### config.mk
export PLATFORM = sky130hd
export DESIGN_NAME = rf_regfile_trace_flat
export DESIGN_NICKNAME = d
export VERILOG_FILES = /design/src/rtl/rf_regfile_trace_pkg.sv /design/src/rtl/rf_regfile_trace_if.sv /design/src/rtl/rf_trace_fifo.sv /design/src/rtl/rf_regfile_trace.sv /design/src/flat_wrapper.sv
export SDC_FILE = /design/constraint.sdc
export NUM_CORES = 2
export LEC_CHECK = 0
export CORE_UTILIZATION = 40
export DETAILED_ROUTE_END_ITERATION = 8
export PLACE_DENSITY_LB_ADDON = 0.15
export SLEW_MARGIN = 20
export SYNTH_ARGS = -nofsm -noshare
export SYNTH_HDL_FRONTEND = slang
export SYNTH_SLANG_ARGS = --single-unit
### constraint.sdc
create_clock -name clk -period 7.8 [get_ports clk]
set_input_delay 1.17 -clock clk [delete_from_list [all_inputs] [get_ports clk]]
set_output_delay 1.17 -clock clk [all_outputs]
set_load 0.02 [all_outputs]
### src/rtl/rf_regfile_trace_pkg.sv
// Shared constants and helpers for the MIPS register file with write-trace FIFO.
// Imported by the interface, the trace FIFO and the top level.
package rf_regfile_trace_pkg;

  localparam int RF_DW        = 32;
  localparam int RF_AW        = 5;
  localparam int RF_ZERO_ADDR = 0;
  localparam int RF_TRC_DEPTH = 8;
  localparam int RF_SEQ_W     = 8;
  localparam int RF_DROP_W    = 16;

  // Saturating increment for the dropped-entry counter.
  function automatic logic [RF_DROP_W-1:0] sat_inc(input logic [RF_DROP_W-1:0] v);
    return (v == '1) ? v : v + RF_DROP_W'(1);
  endfunction

endpackage

### src/rtl/rf_regfile_trace_if.sv
// Register-file bus: WB write side, ID read side and the trace drain port.
// The master modport is the pipeline/monitor side, the slave modport is the register file.
interface rf_regfile_trace_if
  import rf_regfile_trace_pkg::*;
#(
  parameter int DW    = RF_DW,
  parameter int AW    = RF_AW,
  parameter int SEQ_W = RF_SEQ_W
) ();

  logic [AW-1:0]        rf_in_ra1;
  logic [AW-1:0]        rf_in_ra2;
  logic                 rf_in_wre;
  logic [AW-1:0]        rf_in_wa;
  logic [DW-1:0]        rf_in_wd;
  logic [DW-1:0]        rf_out_rd1;
  logic [DW-1:0]        rf_out_rd2;
  logic                 trc_valid;
  logic                 trc_ready;
  logic [AW-1:0]        trc_wa;
  logic [DW-1:0]        trc_wd;
  logic [SEQ_W-1:0]     trc_seq;
  logic                 trc_ovf;
  logic [RF_DROP_W-1:0] trc_drop_cnt;

  modport master (
    output rf_in_ra1, rf_in_ra2, rf_in_wre, rf_in_wa, rf_in_wd, trc_ready,
    input  rf_out_rd1, rf_out_rd2, trc_valid, trc_wa, trc_wd, trc_seq,
           trc_ovf, trc_drop_cnt
  );

  modport slave (
    input  rf_in_ra1, rf_in_ra2, rf_in_wre, rf_in_wa, rf_in_wd, trc_ready,
    output rf_out_rd1, rf_out_rd2, trc_valid, trc_wa, trc_wd, trc_seq,
           trc_ovf, trc_drop_cnt
  );

endinterface

### src/rtl/rf_trace_fifo.sv
// Synchronous FIFO for register-write trace entries; no fall-through, head is registered storage.
// Pointers carry one extra wrap bit so full and empty are distinguishable.
module rf_trace_fifo
  import rf_regfile_trace_pkg::*;
#(
  parameter int W     = RF_AW + RF_DW + RF_SEQ_W,
  parameter int DEPTH = RF_TRC_DEPTH
) (
  input  logic         clk,
  input  logic         rst_l,
  input  logic         push,
  input  logic [W-1:0] din,
  output logic         full,
  input  logic         pop,
  output logic         empty,
  output logic [W-1:0] dout
);

  localparam int           IW      = $clog2(DEPTH);
  localparam logic [IW:0]  PTR_ONE = (IW + 1)'(1);

  logic [IW:0]  wptr_q, wptr_d;
  logic [IW:0]  rptr_q, rptr_d;
  logic [W-1:0] mem_q [DEPTH];
  logic [W-1:0] mem_d [DEPTH];
  logic         do_push, do_pop;

  assign empty = (wptr_q == rptr_q);
  assign full  = (wptr_q[IW] != rptr_q[IW]) && (wptr_q[IW-1:0] == rptr_q[IW-1:0]);
  assign dout  = mem_q[rptr_q[IW-1:0]];

  // NOTE: every variable in always_comb gets a default first, otherwise a latch is inferred.
  always_comb begin
    do_pop  = pop && !empty;
    do_push = push && (!full || do_pop);
    wptr_d  = wptr_q;
    rptr_d  = rptr_q;
    mem_d   = mem_q;
    if (do_push) begin
      mem_d[wptr_q[IW-1:0]] = din;
      wptr_d                = wptr_q + PTR_ONE;
    end
    if (do_pop) begin
      rptr_d = rptr_q + PTR_ONE;
    end
  end

  // NOTE: sequential state uses non-blocking assignments so all flops update from pre-edge values.
  always_ff @(posedge clk or negedge rst_l) begin
    if (!rst_l) begin
      wptr_q <= '0;
      rptr_q <= '0;
    end else begin
      wptr_q <= wptr_d;
      rptr_q <= rptr_d;
    end
  end

  // NOTE: storage is deliberately not reset; the pointers alone define which entries are valid.
  always_ff @(posedge clk) begin
    mem_q <= mem_d;
  end

endmodule

### src/rtl/rf_regfile_trace.sv
// MIPS 32x32 register file: two bypassed async read ports, one sync write port, r0 = 0.
// Every architectural write is also logged with a sequence number into a drainable trace FIFO.
module rf_regfile_trace
  import rf_regfile_trace_pkg::*;
#(
  parameter int DW        = RF_DW,
  parameter int AW        = RF_AW,
  parameter int TRC_DEPTH = RF_TRC_DEPTH,
  parameter int SEQ_W     = RF_SEQ_W
) (
  input  logic              clk,
  input  logic              rst_l,
  rf_regfile_trace_if.slave bus
);

  localparam int               NREG    = 2 ** AW;
  localparam int               TW      = AW + DW + SEQ_W;
  localparam logic [AW-1:0]    ZERO_A  = AW'(RF_ZERO_ADDR);
  localparam logic [SEQ_W-1:0] SEQ_ONE = SEQ_W'(1);

  logic [DW-1:0]        regs_q [NREG];
  logic [DW-1:0]        regs_d [NREG];
  logic [SEQ_W-1:0]     seq_q, seq_d;
  logic                 ovf_q, ovf_d;
  logic [RF_DROP_W-1:0] drop_cnt_q, drop_cnt_d;

  logic          log_ev;
  logic          fifo_push, fifo_pop, fifo_full, fifo_empty, drop;
  logic [TW-1:0] fifo_din, fifo_dout;

  // Read ports: r0 is hard zero, a same-cycle write to the read address wins over the array.
  always_comb begin
    bus.rf_out_rd1 = '0;
    bus.rf_out_rd2 = '0;
    if (rst_l) begin
      if (bus.rf_in_ra1 != ZERO_A) begin
        bus.rf_out_rd1 = (bus.rf_in_wre && (bus.rf_in_wa == bus.rf_in_ra1))
                         ? bus.rf_in_wd : regs_q[bus.rf_in_ra1];
      end
      if (bus.rf_in_ra2 != ZERO_A) begin
        bus.rf_out_rd2 = (bus.rf_in_wre && (bus.rf_in_wa == bus.rf_in_ra2))
                         ? bus.rf_in_wd : regs_q[bus.rf_in_ra2];
      end
    end
  end

  always_comb begin
    log_ev     = bus.rf_in_wre && (bus.rf_in_wa != ZERO_A);
    fifo_pop   = !fifo_empty && bus.trc_ready;
    fifo_push  = log_ev && (!fifo_full || fifo_pop);
    drop       = log_ev && !fifo_push;
    fifo_din   = {bus.rf_in_wa, bus.rf_in_wd, seq_q};

    regs_d     = regs_q;
    seq_d      = seq_q;
    ovf_d      = ovf_q || drop;
    drop_cnt_d = drop ? sat_inc(drop_cnt_q) : drop_cnt_q;
    if (log_ev) begin
      regs_d[bus.rf_in_wa] = bus.rf_in_wd;
      // Dropped writes still consume a sequence number so the monitor sees the gap.
      seq_d                = seq_q + SEQ_ONE;
    end
  end

  // NOTE: the architectural registers must read zero out of reset, so the array is reset here.
  always_ff @(posedge clk or negedge rst_l) begin
    if (!rst_l) begin
      for (int i = 0; i < NREG; i++) begin
        regs_q[i] <= '0;
      end
      seq_q      <= '0;
      ovf_q      <= 1'b0;
      drop_cnt_q <= '0;
    end else begin
      regs_q     <= regs_d;
      seq_q      <= seq_d;
      ovf_q      <= ovf_d;
      drop_cnt_q <= drop_cnt_d;
    end
  end

  rf_trace_fifo #(
    .W     (TW),
    .DEPTH (TRC_DEPTH)
  ) u_trace_fifo (
    .clk   (clk),
    .rst_l (rst_l),
    .push  (fifo_push),
    .din   (fifo_din),
    .full  (fifo_full),
    .pop   (fifo_pop),
    .empty (fifo_empty),
    .dout  (fifo_dout)
  );

  assign bus.trc_valid                       = !fifo_empty;
  assign {bus.trc_wa, bus.trc_wd, bus.trc_seq} = fifo_dout;
  assign bus.trc_ovf                         = ovf_q;
  assign bus.trc_drop_cnt                    = drop_cnt_q;

endmodule
### src/flat_wrapper.sv
// flat-port wrapper written by rule: the top's interface ports become plain ports
module rf_regfile_trace_flat import rf_regfile_trace_pkg::*;
#(
  parameter int DW        = RF_DW,
  parameter int AW        = RF_AW,
  parameter int TRC_DEPTH = RF_TRC_DEPTH,
  parameter int SEQ_W     = RF_SEQ_W
)
  (clk, rst_l, bus_rf_in_ra1, bus_rf_in_ra2, bus_rf_in_wre, bus_rf_in_wa, bus_rf_in_wd, bus_trc_ready, bus_rf_out_rd1, bus_rf_out_rd2, bus_trc_valid, bus_trc_wa, bus_trc_wd, bus_trc_seq, bus_trc_ovf, bus_trc_drop_cnt);
  rf_regfile_trace_if #(.DW(DW), .AW(AW), .SEQ_W(SEQ_W)) bus_i ();
  input  logic clk;
  input  logic rst_l;
  input wire logic [$bits(bus_i.rf_in_ra1)-1:0] bus_rf_in_ra1;
  input wire logic [$bits(bus_i.rf_in_ra2)-1:0] bus_rf_in_ra2;
  input wire logic [$bits(bus_i.rf_in_wre)-1:0] bus_rf_in_wre;
  input wire logic [$bits(bus_i.rf_in_wa)-1:0] bus_rf_in_wa;
  input wire logic [$bits(bus_i.rf_in_wd)-1:0] bus_rf_in_wd;
  input wire logic [$bits(bus_i.trc_ready)-1:0] bus_trc_ready;
  output wire logic [$bits(bus_i.rf_out_rd1)-1:0] bus_rf_out_rd1;
  output wire logic [$bits(bus_i.rf_out_rd2)-1:0] bus_rf_out_rd2;
  output wire logic [$bits(bus_i.trc_valid)-1:0] bus_trc_valid;
  output wire logic [$bits(bus_i.trc_wa)-1:0] bus_trc_wa;
  output wire logic [$bits(bus_i.trc_wd)-1:0] bus_trc_wd;
  output wire logic [$bits(bus_i.trc_seq)-1:0] bus_trc_seq;
  output wire logic [$bits(bus_i.trc_ovf)-1:0] bus_trc_ovf;
  output wire logic [$bits(bus_i.trc_drop_cnt)-1:0] bus_trc_drop_cnt;
  assign bus_i.rf_in_ra1 = bus_rf_in_ra1;
  assign bus_i.rf_in_ra2 = bus_rf_in_ra2;
  assign bus_i.rf_in_wre = bus_rf_in_wre;
  assign bus_i.rf_in_wa = bus_rf_in_wa;
  assign bus_i.rf_in_wd = bus_rf_in_wd;
  assign bus_i.trc_ready = bus_trc_ready;
  assign bus_rf_out_rd1 = bus_i.rf_out_rd1;
  assign bus_rf_out_rd2 = bus_i.rf_out_rd2;
  assign bus_trc_valid = bus_i.trc_valid;
  assign bus_trc_wa = bus_i.trc_wa;
  assign bus_trc_wd = bus_i.trc_wd;
  assign bus_trc_seq = bus_i.trc_seq;
  assign bus_trc_ovf = bus_i.trc_ovf;
  assign bus_trc_drop_cnt = bus_i.trc_drop_cnt;
  rf_regfile_trace #(.DW(DW), .AW(AW), .TRC_DEPTH(TRC_DEPTH), .SEQ_W(SEQ_W)) u_core (.clk(clk), .rst_l(rst_l), .bus(bus_i));
endmodule
==> impl_metrics.env <==
export IMPL_cts_resized=0
export IMPL_die_area_mm2=0.179
export IMPL_crit_type="in -> out"
export IMPL_multi_input_area_mm2=0.0317
export IMPL_cts_root_buf="clkbuf_16"
export IMPL_ir_drop_mv=0.209
export IMPL_r2r_end="u_core.u_trace_fifo.mem_q[15]"
export IMPL_core_area_mm2=0.176
export IMPL_cellPowerDensity_mw_per_mm2=288
export IMPL_synth_seq_cells=1417
export IMPL_gp_congestion=0.801
export IMPL_rows=154
export IMPL_syn_to_final_growth_pct=13.1
export IMPL_cts_buffers=162
export IMPL_h_tree_depth=4
export IMPL_detail_route_antenna_nets=0
export IMPL_yosysWarnings=0
export IMPL_slowest_delay_ns=0.78
export IMPL_cpMaxStageDelayCell="nand3_4"
export IMPL_period_minus_slack_ns=6.13
export IMPL_r2r_setup_slack_ns=3.52
export IMPL_grt_pass1_wl_um=331000
export IMPL_cp_start_kind="input pin"
export IMPL_clk_pin_slew_ns=0.06
export IMPL_async_reset_ff_share_pct=74.6
export IMPL_drt_wl_total_um=227000
export IMPL_switching_share_pct=29.1
export IMPL_hold_buffers=0
export IMPL_critPathTopFamily="buffers and inverters"
export IMPL_drcViolationCount=114
export IMPL_synth_avg_cell_area_um2=15.3
export IMPL_worst_pin_slew_ns=1.11
export IMPL_vias=43500
export IMPL_reg2reg_from="u_core.u_trace_fifo.rptr_q[0]"
export IMPL_fp_dieH_um=423
export IMPL_cp_arrival_ns=4.96
export IMPL_synthesis_area_mm2=0.0710
export IMPL_grt_overflow_total=0
export IMPL_start_util_pct=40.3
export IMPL_finClkSkew_ns=0.0270
export IMPL_ios=178
export IMPL_yosysSeqAreaShare_pct=52.4
export IMPL_cts_sinks=1417
export IMPL_seqPwrFrac_pct=43.3
export IMPL_use_met2_pct=40.0
export IMPL_synth_edf_count=360
export IMPL_min_period_over_period_pct=78.5
export IMPL_hp_class="in -> async"
export IMPL_rsz0062_at_grt="no"
export IMPL_leakagePower_nw=33.0
export IMPL_clk_latency_ns=0.81
export IMPL_dp_hpwl_um=133000
export IMPL_drtPass1Iterations=8
export IMPL_slew_headroom_pct=26.1
export IMPL_tns_ns=0
export IMPL_grt_util_met1_pct=35.6
export IMPL_met3_usage_pct=3.95
export IMPL_hold_viol=0
export IMPL_grt_max_degree=159
export IMPL_busiest_layer="met2"
export IMPL_synthesis_nets=4696
export IMPL_grt_util_all_layers_pct=25.4
export IMPL_port_buffers=177
export IMPL_synthCells=4641
export IMPL_post_cts_setup_buffers=0
export IMPL_clkPwrFrac_pct=33.1
export IMPL_fmax_mhz=163
export IMPL_final_seq_area_mm2=0.0373
export IMPL_internal_power_mw=16.4
export IMPL_endpoint_kind="output port"
export IMPL_drive_gt1_share_pct=41.8
export IMPL_avgRoutedWirePerCell_um=31.9
export IMPL_maxCapViolCount=0
export IMPL_grt_pass1_vias=44700
export IMPL_clock_path_buffers=3
export IMPL_synthDistinctLibCells=50
export IMPL_drtIter0Drc=3742
export IMPL_critical_path_required_ns=6.63
export IMPL_maxSlewViolCount=0
export IMPL_die_w_um=423
export IMPL_setup_violations=0
export IMPL_status="finished, violations left"
export IMPL_fin_util_pct=45.6
export IMPL_crit_chain="clkdlybuf4s50_1 > buf_4 > xor2_1 > nor4_1 > nand3_4 > buf_4 > o211ai_1 > o221a_2 > clkdlybuf4s50_1"
export IMPL_n_fill_cell=15600
export IMPL_antenna_found_initial=9
export IMPL_cp_max_fo=45
export IMPL_p_switching_mw=6.74
export IMPL_worst_path_buf_inv=4
export IMPL_synth_ff_type="dfrtp_1"
export IMPL_combinationalPowerShare_pct=23.6
export IMPL_violations="DRC"
export IMPL_r2r_cells=6
export IMPL_routed_via_density=6.11
export IMPL_cts_tree="yes"
export IMPL_fin_nets=4701
[per-stage QoR]
stage / cell area (µm²) / hold slack (ns) / setup slack (ns) / total power [mW] / std cells
floorplan: 71000 / 0.441 / 1.85 / 13.7 / 4641
global placement: 74900 / 0.377 / 1.51 / 15.6 / 6820
detailed placement: 75000 / 0.383 / 1.52 / 15.7 / 6821
CTS: 80300 / 0.300 / 1.48 / 23.4 / 7115
global route: 80300 / 0.341 / 1.49 / 24.1 / 7116
finish: 80300 / 0.330 / 1.67 / 23.2 / 7120
[state kept, by name, summed over array words and instances (netlist names)]
| register | flops |
|---|---|
| u_core.seq_q | 8 |
| u_core.u_trace_fifo.mem_q | 360 |
| u_core.regs_q | 1024 |
| u_core.bus.trc_drop_cnt | 16 |
| u_core.bus.trc_ovf | 1 |
| u_core.u_trace_fifo.rptr_q | 4 |
| u_core.u_trace_fifo.wptr_q | 4 |
[how the worst max path moves through the flow]
stage / cells past startpoint / endpoint / slack (ns) / startpoint
finish: 9 / bus_rf_out_rd2[19] / 1.67 / bus_rf_in_wa[1]
global route: 9 / bus_rf_out_rd2[19] / 1.49 / bus_rf_in_wa[4]
CTS: 7 / bus_rf_out_rd1[20] / 1.48 / bus_rf_in_ra1[1]
detailed placement: 7 / bus_rf_out_rd1[20] / 1.52 / bus_rf_in_ra1[1]
global placement: 7 / bus_rf_out_rd1[20] / 1.51 / bus_rf_in_ra1[1]
floorplan: 5 / u_core.u_trace_fifo.mem_q[315] / 1.85 / bus_rf_in_wre
[layout make-up]
type / count / area share (%)
Antenna cell: 4 / 0.0125
Clock buffer: 242 / 5.93
Clock inverter: 52 / 0.678
Multi-Input combinational cell: 2735 / 39.5
Sequential cell: 1417 / 46.4
Tap cell: 2340 / 3.64
Timing Repair Buffer: 330 / 3.87
[cell families after synthesis]
logic type	Yosys count	synth area share (%)
mux	1949	36.6
flops	1417	52.4
buf+inv	489	3.33
compound gates	414	4.62
simple gates	328	2.43
xor+xnor	40	0.493
fa+ha+maj	4	0.0705
[Yosys cell counts, drive strengths merged (52+ instances only)]
library cell | instances | area [µm²]
mux2i | 480 | 4800
mux2 | 1055 | 11900
nor3 | 56 | 285
a211oi | 76 | 571
buf | 262 | 1510
edfxtp | 360 | 10800
nor2b | 72 | 450
o221a | 64 | 721
o22ai | 52 | 325
a22oi | 124 | 931
mux4 | 414 | 9320
nand2 | 84 | 315
clkbuf | 227 | 860
dfrtp | 1057 | 26500
[cell usage in the layout (no fill, tap or decap), types with 5 or more instances in the layout]
cell	count
o221ai_1	40
nand4_1	7
xor2_1	11
clkinv_1	12
a211oi_1	76
nand3_1	40
o221a_2	64
edfxtp_1	360
buf_8	5
buf_4	142
a21oi_1	12
xnor2_1	29
clkbuf_8	28
o22ai_1	52
a22oi_1	124
mux4_2	414
mux2i_1	480
and3_1	5
nor2_4	15
buf_12	12
nor2b_4	5
clkbuf_1	47
o21ai_0	13
bufinv_16	8
or2_2	5
clkinv_2	18
nor2b_1	67
mux2_2	1052
nor3_1	54
nand2_1	65
clkinvlp_4	5
dfrtp_1	1054
nand2_2	19
nor2_1	5
o211ai_1	24
clkbuf_16	169
clkdlybuf4s50_1	166
[routing by layer]
layer	vias up	wire, µm
met3	371	11600
met4	2	7930
met1	23700	102000
met2	1343	106000
li1	18100	-
met5	-	20
[power by group through the flow]
stage          Combinational, mW  Clock [mW]  Sequential (mW)
2_1_floorplan               3.94           0             9.71
4_1_cts                     5.53        7.83             10.0
6_report                    5.46        7.67             10.0
3_3_place_gp                5.47           0             10.1
5_1_grt                     5.83        8.10             10.2
3_5_place_dp                5.51           0             10.2
[worst register-to-register path: stages (launching register included)]
cell and delay, ns:
dfrtp_4 0.93, buf_4 0.81, xnor2_1 0.19, nand3_1 0.29, o211ai_1 0.30, nor2_4 0.84, buf_4 0.53
Power figures use the tool's default switching activity.
